File: config.mk
export PLATFORM = sky130hd
export DESIGN_NAME = imem_arbiter
export DESIGN_NICKNAME = d
export VERILOG_FILES = /design/src/rtl/imem_arbiter_pkg.sv /design/src/rtl/imem_arb_starve_ctr.sv /design/src/rtl/imem_arbiter.sv
export SDC_FILE = /design/constraint.sdc
export NUM_CORES = 1
export LEC_CHECK = 0
export BUFFER_PORTS_ARGS = -buffer_cell sky130_fd_sc_hd__buf_4
export CELL_PAD_IN_SITES_DETAIL_PLACEMENT = 1
export CELL_PAD_IN_SITES_GLOBAL_PLACEMENT = 1
export CORE_MARGIN = 3
export CORE_UTILIZATION = 13
export CTS_BUF_LIST = sky130_fd_sc_hd__clkbuf_4
export DETAILED_ROUTE_END_ITERATION = 8
export GPL_ROUTABILITY_DRIVEN = 0
export PLACE_DENSITY = 0.85
export SLEW_MARGIN = 25
export SYNTH_ARGS = -nofsm -noshare
export SYNTH_HDL_FRONTEND = slang
export SYNTH_SLANG_ARGS = --single-unit
File: constraint.sdc
create_clock -name clk -period 1.2 [get_ports clk]
set_input_delay 0.12 -clock clk [delete_from_list [all_inputs] [get_ports clk]]
set_output_delay 0.12 -clock clk [all_outputs]
set_load 0.005 [all_outputs]
File: src/rtl/imem_arbiter_pkg.sv
// Shared types for the IMEM arbiter: phase encoding, response owner, starvation defaults.
// Latency: n/a (types and constants only).
// Backpressure: n/a.
package imem_arbiter_pkg;

    typedef enum logic {
        ST_BOOT = 1'b0,
        ST_RUN  = 1'b1
    } arb_state_t;

    typedef enum logic [1:0] {
        OWN_NONE = 2'd0,
        OWN_FE   = 2'd1,
        OWN_LD   = 2'd2
    } rsp_owner_t;

    localparam int STARVE_LIMIT_DEF = 4;
    localparam int STARVE_CNT_BITS  = 4;

endpackage

File: src/rtl/imem_arb_starve_ctr.sv
// Saturating loader wait counter; flags starvation once LIMIT waits have accumulated.
// Latency: starved reflects the registered count (one cycle after the counted wait).
// Backpressure: none; clr has priority over inc.
module imem_arb_starve_ctr
    import imem_arbiter_pkg::*;
#(
    parameter int LIMIT = STARVE_LIMIT_DEF
) (
    input  logic clk,
    input  logic reset,
    input  logic clr,
    input  logic inc,
    output logic starved
);

    localparam logic [STARVE_CNT_BITS-1:0] LIM = STARVE_CNT_BITS'(LIMIT);

    logic [STARVE_CNT_BITS-1:0] cnt_q;

    always_ff @(posedge clk or negedge reset) begin
        if (!reset) begin
            cnt_q <= '0;
        end else if (clr) begin
            cnt_q <= '0;
        end else if (inc && (cnt_q < LIM)) begin
            cnt_q <= cnt_q + 1'b1;
        end
    end

    assign starved = (cnt_q >= LIM);

endmodule

File: src/rtl/imem_arbiter.sv
// Single-port IMEM arbiter: loader-only BOOT phase, then fetch-priority RUN with bounded loader starvation.
// Latency: grant/ready combinational in the request cycle; read response exactly one cycle after grant.
// Backpressure: loser's ready held low; flush cancels fetch responses. IMEM_ARB_PERF_EN adds perf counters.
module imem_arbiter
    import imem_arbiter_pkg::*;
#(
    parameter int ADDR_BITS    = 14,
    parameter int DATA_BITS    = 32,
    parameter int STARVE_LIMIT = STARVE_LIMIT_DEF
) (
    input  logic                 clk,
    input  logic                 reset,
    input  logic                 fe_req_valid,
    input  logic [ADDR_BITS-1:0] fe_req_addr,
    output logic                 fe_req_ready,
    output logic                 fe_rsp_valid,
    output logic [DATA_BITS-1:0] fe_rsp_data,
    output logic                 fe_hold,
    input  logic                 flush,
    input  logic                 ld_req_valid,
    input  logic                 ld_req_we,
    input  logic [ADDR_BITS-1:0] ld_req_addr,
    input  logic [DATA_BITS-1:0] ld_req_wdata,
    output logic                 ld_req_ready,
    output logic                 ld_rsp_valid,
    output logic [DATA_BITS-1:0] ld_rsp_data,
    input  logic                 ld_boot_done,
    output logic                 mem_en,
    output logic                 mem_we,
    output logic [ADDR_BITS-3:0] mem_addr,
    output logic [DATA_BITS-1:0] mem_wdata,
    input  logic [DATA_BITS-1:0] mem_rdata
`ifdef IMEM_ARB_PERF_EN
    ,
    output logic [31:0]          perf_fe_grants,
    output logic [31:0]          perf_ld_grants,
    output logic [31:0]          perf_conflicts
`endif
);

    arb_state_t state_q, state_d;
    rsp_owner_t owner_q, owner_d;
    logic       fe_grant, ld_grant;
    logic       starved;
    logic       unused_addr_lsbs;

    assign unused_addr_lsbs = ^{fe_req_addr[1:0], ld_req_addr[1:0]};

    always_ff @(posedge clk or negedge reset) begin
        if (!reset) begin
            state_q <= ST_BOOT;
            owner_q <= OWN_NONE;
        end else begin
            state_q <= state_d;
            owner_q <= owner_d;
        end
    end

    // Grants are forced low while reset is asserted so the IMEM port is quiet during reset.
    always_comb begin
        state_d  = state_q;
        fe_grant = 1'b0;
        ld_grant = 1'b0;
        case (state_q)
            ST_BOOT: begin
                ld_grant = ld_req_valid;
                if (ld_boot_done) begin
                    state_d = ST_RUN;
                end
            end
            ST_RUN: begin
                if (fe_req_valid && !(starved && ld_req_valid)) begin
                    fe_grant = 1'b1;
                end else begin
                    ld_grant = ld_req_valid;
                end
            end
            default: state_d = ST_BOOT;
        endcase
        if (!reset) begin
            fe_grant = 1'b0;
            ld_grant = 1'b0;
        end
    end

    always_comb begin
        owner_d = OWN_NONE;
        if (fe_grant && !flush) begin
            owner_d = OWN_FE;
        end else if (ld_grant && !ld_req_we) begin
            owner_d = OWN_LD;
        end
    end

    imem_arb_starve_ctr #(
        .LIMIT (STARVE_LIMIT)
    ) u_starve_ctr (
        .clk     (clk),
        .reset   (reset),
        .clr     (ld_grant || (state_q == ST_BOOT)),
        .inc     (ld_req_valid && !ld_grant),
        .starved (starved)
    );

    assign fe_req_ready = fe_grant;
    assign ld_req_ready = ld_grant;
    assign fe_hold      = (state_q == ST_BOOT);

    assign mem_en    = fe_grant || ld_grant;
    assign mem_we    = ld_grant && ld_req_we;
    assign mem_addr  = fe_grant ? fe_req_addr[ADDR_BITS-1:2] :
                       ld_grant ? ld_req_addr[ADDR_BITS-1:2] : '0;
    assign mem_wdata = mem_we ? ld_req_wdata : '0;

    // A flush in the response cycle still kills the fetch response already in flight.
    assign fe_rsp_valid = (owner_q == OWN_FE) && !flush;
    assign fe_rsp_data  = fe_rsp_valid ? mem_rdata : '0;
    assign ld_rsp_valid = (owner_q == OWN_LD);
    assign ld_rsp_data  = ld_rsp_valid ? mem_rdata : '0;

`ifdef IMEM_ARB_PERF_EN
    always_ff @(posedge clk or negedge reset) begin
        if (!reset) begin
            perf_fe_grants <= '0;
            perf_ld_grants <= '0;
            perf_conflicts <= '0;
        end else if (state_q == ST_RUN) begin
            if (fe_grant) begin
                perf_fe_grants <= perf_fe_grants + 32'd1;
            end
            if (ld_grant) begin
                perf_ld_grants <= perf_ld_grants + 32'd1;
            end
            if (fe_req_valid && ld_req_valid) begin
                perf_conflicts <= perf_conflicts + 32'd1;
            end
        end
    end
`endif

endmodule

=== Word-level counts from Yosys, hierarchy flattened ===
Cells that the tools add are included.

* Flip-flop bits (word level): 7
* Bits of input ports: 99
* Output and inout bits: 115
* Logic and storage cells: 41

* Muxes and demuxes: 17
* Reduce and logical (&&, ||, !) cells: 15
* Bitwise gates (word level): 1
* Magnitude comparators: 2
* Eq/ne operators: 2
* $add $sub $neg: 1

{| class="wikitable"
|+ Operators with widths
! kind !! number
|-
| $mux W32 || 3
|-
| $mux W12 || 2
|-
| $logic_and A1 B1 Y1 || 8
|-
| $mux W4 || 2
|-
| $mux W1 || 7
|-
| $add A4 B1 Y4 const B || 1
|-
| $ge A4 B3 Y1 const B || 1
|-
| $logic_not A1 Y1 || 4
|-
| $lt A4 B3 Y1 const B || 1
|-
| $mux W2 || 2
|-
| $eq A2 B1 Y1 const B || 1
|-
| $eq A2 B2 Y1 const B || 1
|-
| $logic_or A1 B1 Y1 || 2
|-
| $pmux W1 S2 || 1
|-
| $reduce_bool A2 Y1 || 1
|-
| $not A1 Y1 || 1
|}

=== Longest topological paths before layout ===
* Word-level depth: 12
* Gate-level depth with buffers: 5

=== By module ===
Synthesis repeated with hierarchy kept, for this count alone.

* Cells, all modules: 159
* Area total of the unflattened synthesis: 1183.6 µm²

{| class="wikitable"
|+ By module, submodules not included
! module !! times used !! area an instance (µm²) !! seq. area each (µm²) !! cells an instance
|-
| imem_arbiter || 1 || 979.7 || 75.1 || 142
|-
| imem_arb_starve_ctr || 1 || 203.9 || 100.1 || 17
|}

=== Worst setup path before layout ===
No wires, ideal clock.

* Kind: reg-to-output
* From: reg u_starve_ctr.cnt_q[2]
* To: out mem_addr[10]
* Buffers on the path: 1
* Arrival time: 1.160 ns
* Setup slack: -0.080 ns
* Data required time: 1.080 ns
* Cell stages (with the launch flop): 5
* Path through: dfrtp_1 > nor2_2 > a31oi_2 > buf_6 > a22o_1

* Longest elaborated chain between the ends: 9
* Elaborated cells on any way between the ends: 12
* Those cells by class: 1 x order compare; 8 x mux; 3 x reduce/logical

{| class="wikitable"
|+ Ends and longest elaborated chain
! element !! line !! text
|-
| start, declared || imem_arb_starve_ctr.sv:18 || <nowiki>logic [STARVE_CNT_BITS-1:0] cnt_q;</nowiki>
|-
| start signal, assigned || imem_arb_starve_ctr.sv:26 || <nowiki>cnt_q <= cnt_q + 1'b1;</nowiki>
|-
| $ge A4 B3 Y1 || imem_arb_starve_ctr.sv:30 || <nowiki>assign starved = (cnt_q >= LIM);</nowiki>
|-
| $logic_and A1 B1 Y1 || imem_arbiter.sv:72 || <nowiki>if (fe_req_valid && !(starved && ld_req_valid)) begin</nowiki>
|-
| $logic_not A1 Y1 || imem_arbiter.sv:72 ||
|-
| $logic_and A1 B1 Y1 || imem_arbiter.sv:72 ||
|-
| $mux W1 || imem_arbiter.sv:72 ||
|-
| $pmux W1 S2 || imem_arbiter.sv:64 || <nowiki>case (state_q)</nowiki>
|-
| $mux W1 || imem_arbiter.sv:80 || <nowiki>if (!reset) begin</nowiki>
|-
| net ld_req_ready || imem_arbiter.sv:24 || <nowiki>output logic ld_req_ready,</nowiki>
|-
| $mux W12 || imem_arbiter.sv:112 || <nowiki>ld_grant ? ld_req_addr[ADDR_BITS-1:2] : '0;</nowiki>
|-
| $mux W12 || imem_arbiter.sv:111 || <nowiki>assign mem_addr = fe_grant ? fe_req_addr[ADDR_BITS-1:2] :</nowiki>
|-
| end, declared || imem_arbiter.sv:30 || <nowiki>output logic [ADDR_BITS-3:0] mem_addr,</nowiki>
|}

The timed path passes the listed nets, and every way through them passes these cells.

=== Worst setup path after layout ===
* From: reg u_starve_ctr.cnt_q[3]
* To: out mem_addr[10]

* Longest elaborated chain between the ends: 9
* Elaborated cells on any way between the ends: 12
* Those cells by class: 1 x order compare; 8 x mux; 3 x reduce/logical

{| class="wikitable"
|+ Ends and longest elaborated chain
! element !! line
|-
| $ge A4 B3 Y1 * || imem_arb_starve_ctr.sv:30
|-
| $logic_and A1 B1 Y1 * || imem_arbiter.sv:72
|-
| $logic_not A1 Y1 * || imem_arbiter.sv:72
|-
| $logic_and A1 B1 Y1 * || imem_arbiter.sv:72
|-
| $mux W1 || imem_arbiter.sv:72
|-
| $pmux W1 S2 || imem_arbiter.sv:64
|-
| $mux W1 || imem_arbiter.sv:80
|-
| $mux W12 || imem_arbiter.sv:112
|-
| $mux W12 * || imem_arbiter.sv:111
|}

Every way passes the cells marked *; elsewhere a longest branch is shown, timed or not.

==> results.json <==
{
  "critPathRequiredTime_ns": 1.08,
  "nets": 478,
  "placed_cell_area_um2": 2940,
  "synth_compound_area_share_pct": 14.2,
  "worstPathArrival_ns": 1.53,
  "fp-row-count": 33,
  "fillCellCount": 955,
  "synth.cell_area_um2": 1140,
  "synthXorXnorAreaFrac_pct": 0.770,
  "portBuffers": 209,
  "numCtsBuffers": 3,
  "viasPerCell": 4.08,
  "endpoint_kind": "output pin",
  "most-common-layout-cells": "146 x buf_4, 81 x buf_6, 66 x and2_4",
  "first_pass_iters": 4,
  "rsz0062_at_grt": "yes",
  "post_drt_wl_per_cell_um": 16.1,
  "core_region_area_um2": 8340,
  "synth.distinct_cells": 24,
  "synthMuxAreaShare_pct": 0.880,
  "status": "finished, violations left",
  "numClockSinks": 7,
  "grt_overflow": 0,
  "synth_top_family_by_area": "simple AND/OR/NAND/NOR gates",
  "hpwlAfterDp_um": 5600,
  "drc": 0,
  "area_delta_synth_final_pct": 217,
  "ios": 214,
  "slew_violations": 0,
  "syn_inst": 150,
  "synth_warnings": 0,
  "final_common_cell": "buf_4",
  "grt_usage_pct": 14.0,
  "htreeDepth": 1,
  "die_h_um": 99.5,
  "antenna_found_initial": 0,
  "synth_fa_ha_area_share_pct": 1.10,
  "grt_pass1_wl_um": 11100,
  "ys_ff_latch": 7,
  "drtAntennaViolNets": 0,
  "cts_tree": "done",
  "yosys.area_share.simple_pct": 59.8,
  "path_class": "reg2out",
  "diodes": 0,
  "synth_nets": 250,
  "max_freq_ghz": 0.607,
  "grt_max_degree": 34,
  "setup_ws_ns": -0.447,
  "crit_fanout": 14,
  "irDropWorstVdd_v": 0.000390,
  "final_area_um2": 3610,
  "cellLeakagePower_nw": 1.91,
  "setup_viol": 117,
  "hold_violations": 0,
  "start_util_pct": 13.6,
  "fin_crit_ns": 1.65,
  "tns_ns": -39.21,
  "slew_headroom_pct": 71.7,
  "routed-via-count": 1968,
  "clock_path_buffers": 2,
  "power_density_nw_per_um2": 493,
  "cts-root-buf": "clkbuf_4",
  "worst_pin_slew_ns": 0.424,
  "die-area_um2": 9910,
  "worst_skew_pair.late_latency_ns": 0.26,
  "hold_class": "in2reg",
  "syn_area_per_cell_um2": 7.58,
  "clk_pin_slew_ns": 0.05,
  "drive_gt1_share_pct": 83.6,
  "die_width_um": 99.5,
  "skew_ns": 0.00620,
  "startpoint_type": "flip-flop",
  "ys_seq_area_share_pct": 15.4,
  "drtIter0Drc": 27,
  "grt_pass1_vias": 2128,
  "finalCritPeriodShare_pct": 137,
  "violations": "setup timing",
  "routed_wl_um": 7760,
  "maxCapViolations": 0
}
==> worst max-delay path, stage by stage, from the launching register on <==
cell and delay [ns]:
dfrtp_2 0.43, nor2_4 0.18, a31oi_4 0.21, a22o_1 0.30, buf_4 0.14
==> metal layers <==
layer  track usage, %  vias to the layer above  part of all wire (%)
met1             14.4                      916                    33
li1                 -                      941                     -
met5                0                        -                     0
met4             3.47                        0                  0.95
met3             1.82                        7                   6.4
met2             29.3                      104                    60
==> state kept, by name, summed over array words and instances (netlist names) <==
name and count:
owner_q 2, state_q 1, u_starve_ctr.cnt_q 4
==> final cells by class <==
type / count / area (um^2) / share of cell area [%]
well taps: 105 / 131 / 3.64
inverters: 2 / 10.0 / 0.278
repair buffers: 235 / 2170 / 60.3
multi-input cells: 129 / 1080 / 30.0
flip-flops and latches: 7 / 178 / 4.93
clock buffers: 4 / 30.0 / 0.833
==> worst paths after layout <==
kind / start / to / depth (start not counted) / slack (ns)
min in group asynchronous: reset / owner_q[1] / 4 / 0.48
worst max-delay path: u_starve_ctr.cnt_q[3] / mem_addr[10] / 4 / -0.45
worst min register to register: u_starve_ctr.cnt_q[0] / u_starve_ctr.cnt_q[0] / 2 / 0.59
worst max register to register: u_starve_ctr.cnt_q[3] / u_starve_ctr.cnt_q[0] / 4 / -0.11
worst min-delay path: flush / owner_q[0] / 2 / 0.05
max in group asynchronous: reset / state_q / 4 / 0.45
==> cells by family after synthesis <==
| kind of cell | after synthesis |
|---|---|
| XOR/XNOR | 1 |
| flip-flops | 7 |
| buffers and inverters | 14 |
| AND/OR/NAND/NOR | 109 |
| multiplexers | 1 |
| adder cells (fa/ha/maj) | 1 |
| AO/OA/AOI/OAI | 17 |
==> cells in the mapped netlist <==
cell type  count  share of area [%]
clkbuf_1       5                1.7
o21ai_0        1               0.44
inv_1          2               0.66
or2_2          1               0.55
nor3b_1        2                1.3
nor2_2         1               0.55
a22o_1        12                9.2
and2_1        97                 53
dfrtp_1        7                 15
and4_1         1               0.77
mux2i_1        1               0.88
nor2b_1        2                1.1
ha_1           1                1.1
nor3_1         3                1.3
a31oi_2        1                1.1
and3_1         1               0.55
buf_2          2               0.88
buf_6          4                4.0
xnor2_1        1               0.77
a311oi_4       1                2.3
buf_4          1               0.66
a21oi_1        1               0.44
nand2_1        1               0.33
a21o_1         1               0.66
==> metrics by stage <==
step | worst slack (ns) | instances | power [mW] | hold slack [ns] | util, %
2_1_floorplan | -0.0370 | 150 | 0.725 | -0.176 | -
3_3_place_gp | -0.147 | 464 | 1.30 | 0.135 | 35.2
3_5_place_dp | -0.220 | 464 | 1.34 | 0.144 | 35.2
4_1_cts | -0.512 | 480 | 1.74 | 0.0346 | 40.4
5_1_grt | -0.545 | 482 | 1.92 | 0.0327 | 43.2
6_report | -0.447 | 482 | 1.78 | 0.0530 | 43.2
==> power by group <==
part,leakage (nW),switching (mW),internal [mW],total [mW]
combinational,1.81,0.432,0.765,1.20
sequential,0.0855,0.0461,0.291,0.337
clock,0.0184,0.0939,0.150,0.244
total,1.91,0.572,1.21,1.78
==> timing repair <==
action                     in CTS  in global routing
hold endpoints to repair        7                  0
pin swaps                      16                 38
hold buffers                    1                  0
gates cloned                    6                  2
setup buffers                   6                  6
setup endpoints to repair     118                120
gates resized for setup        61                 97
No activity file was read; power rests on OpenSTA's default activity.
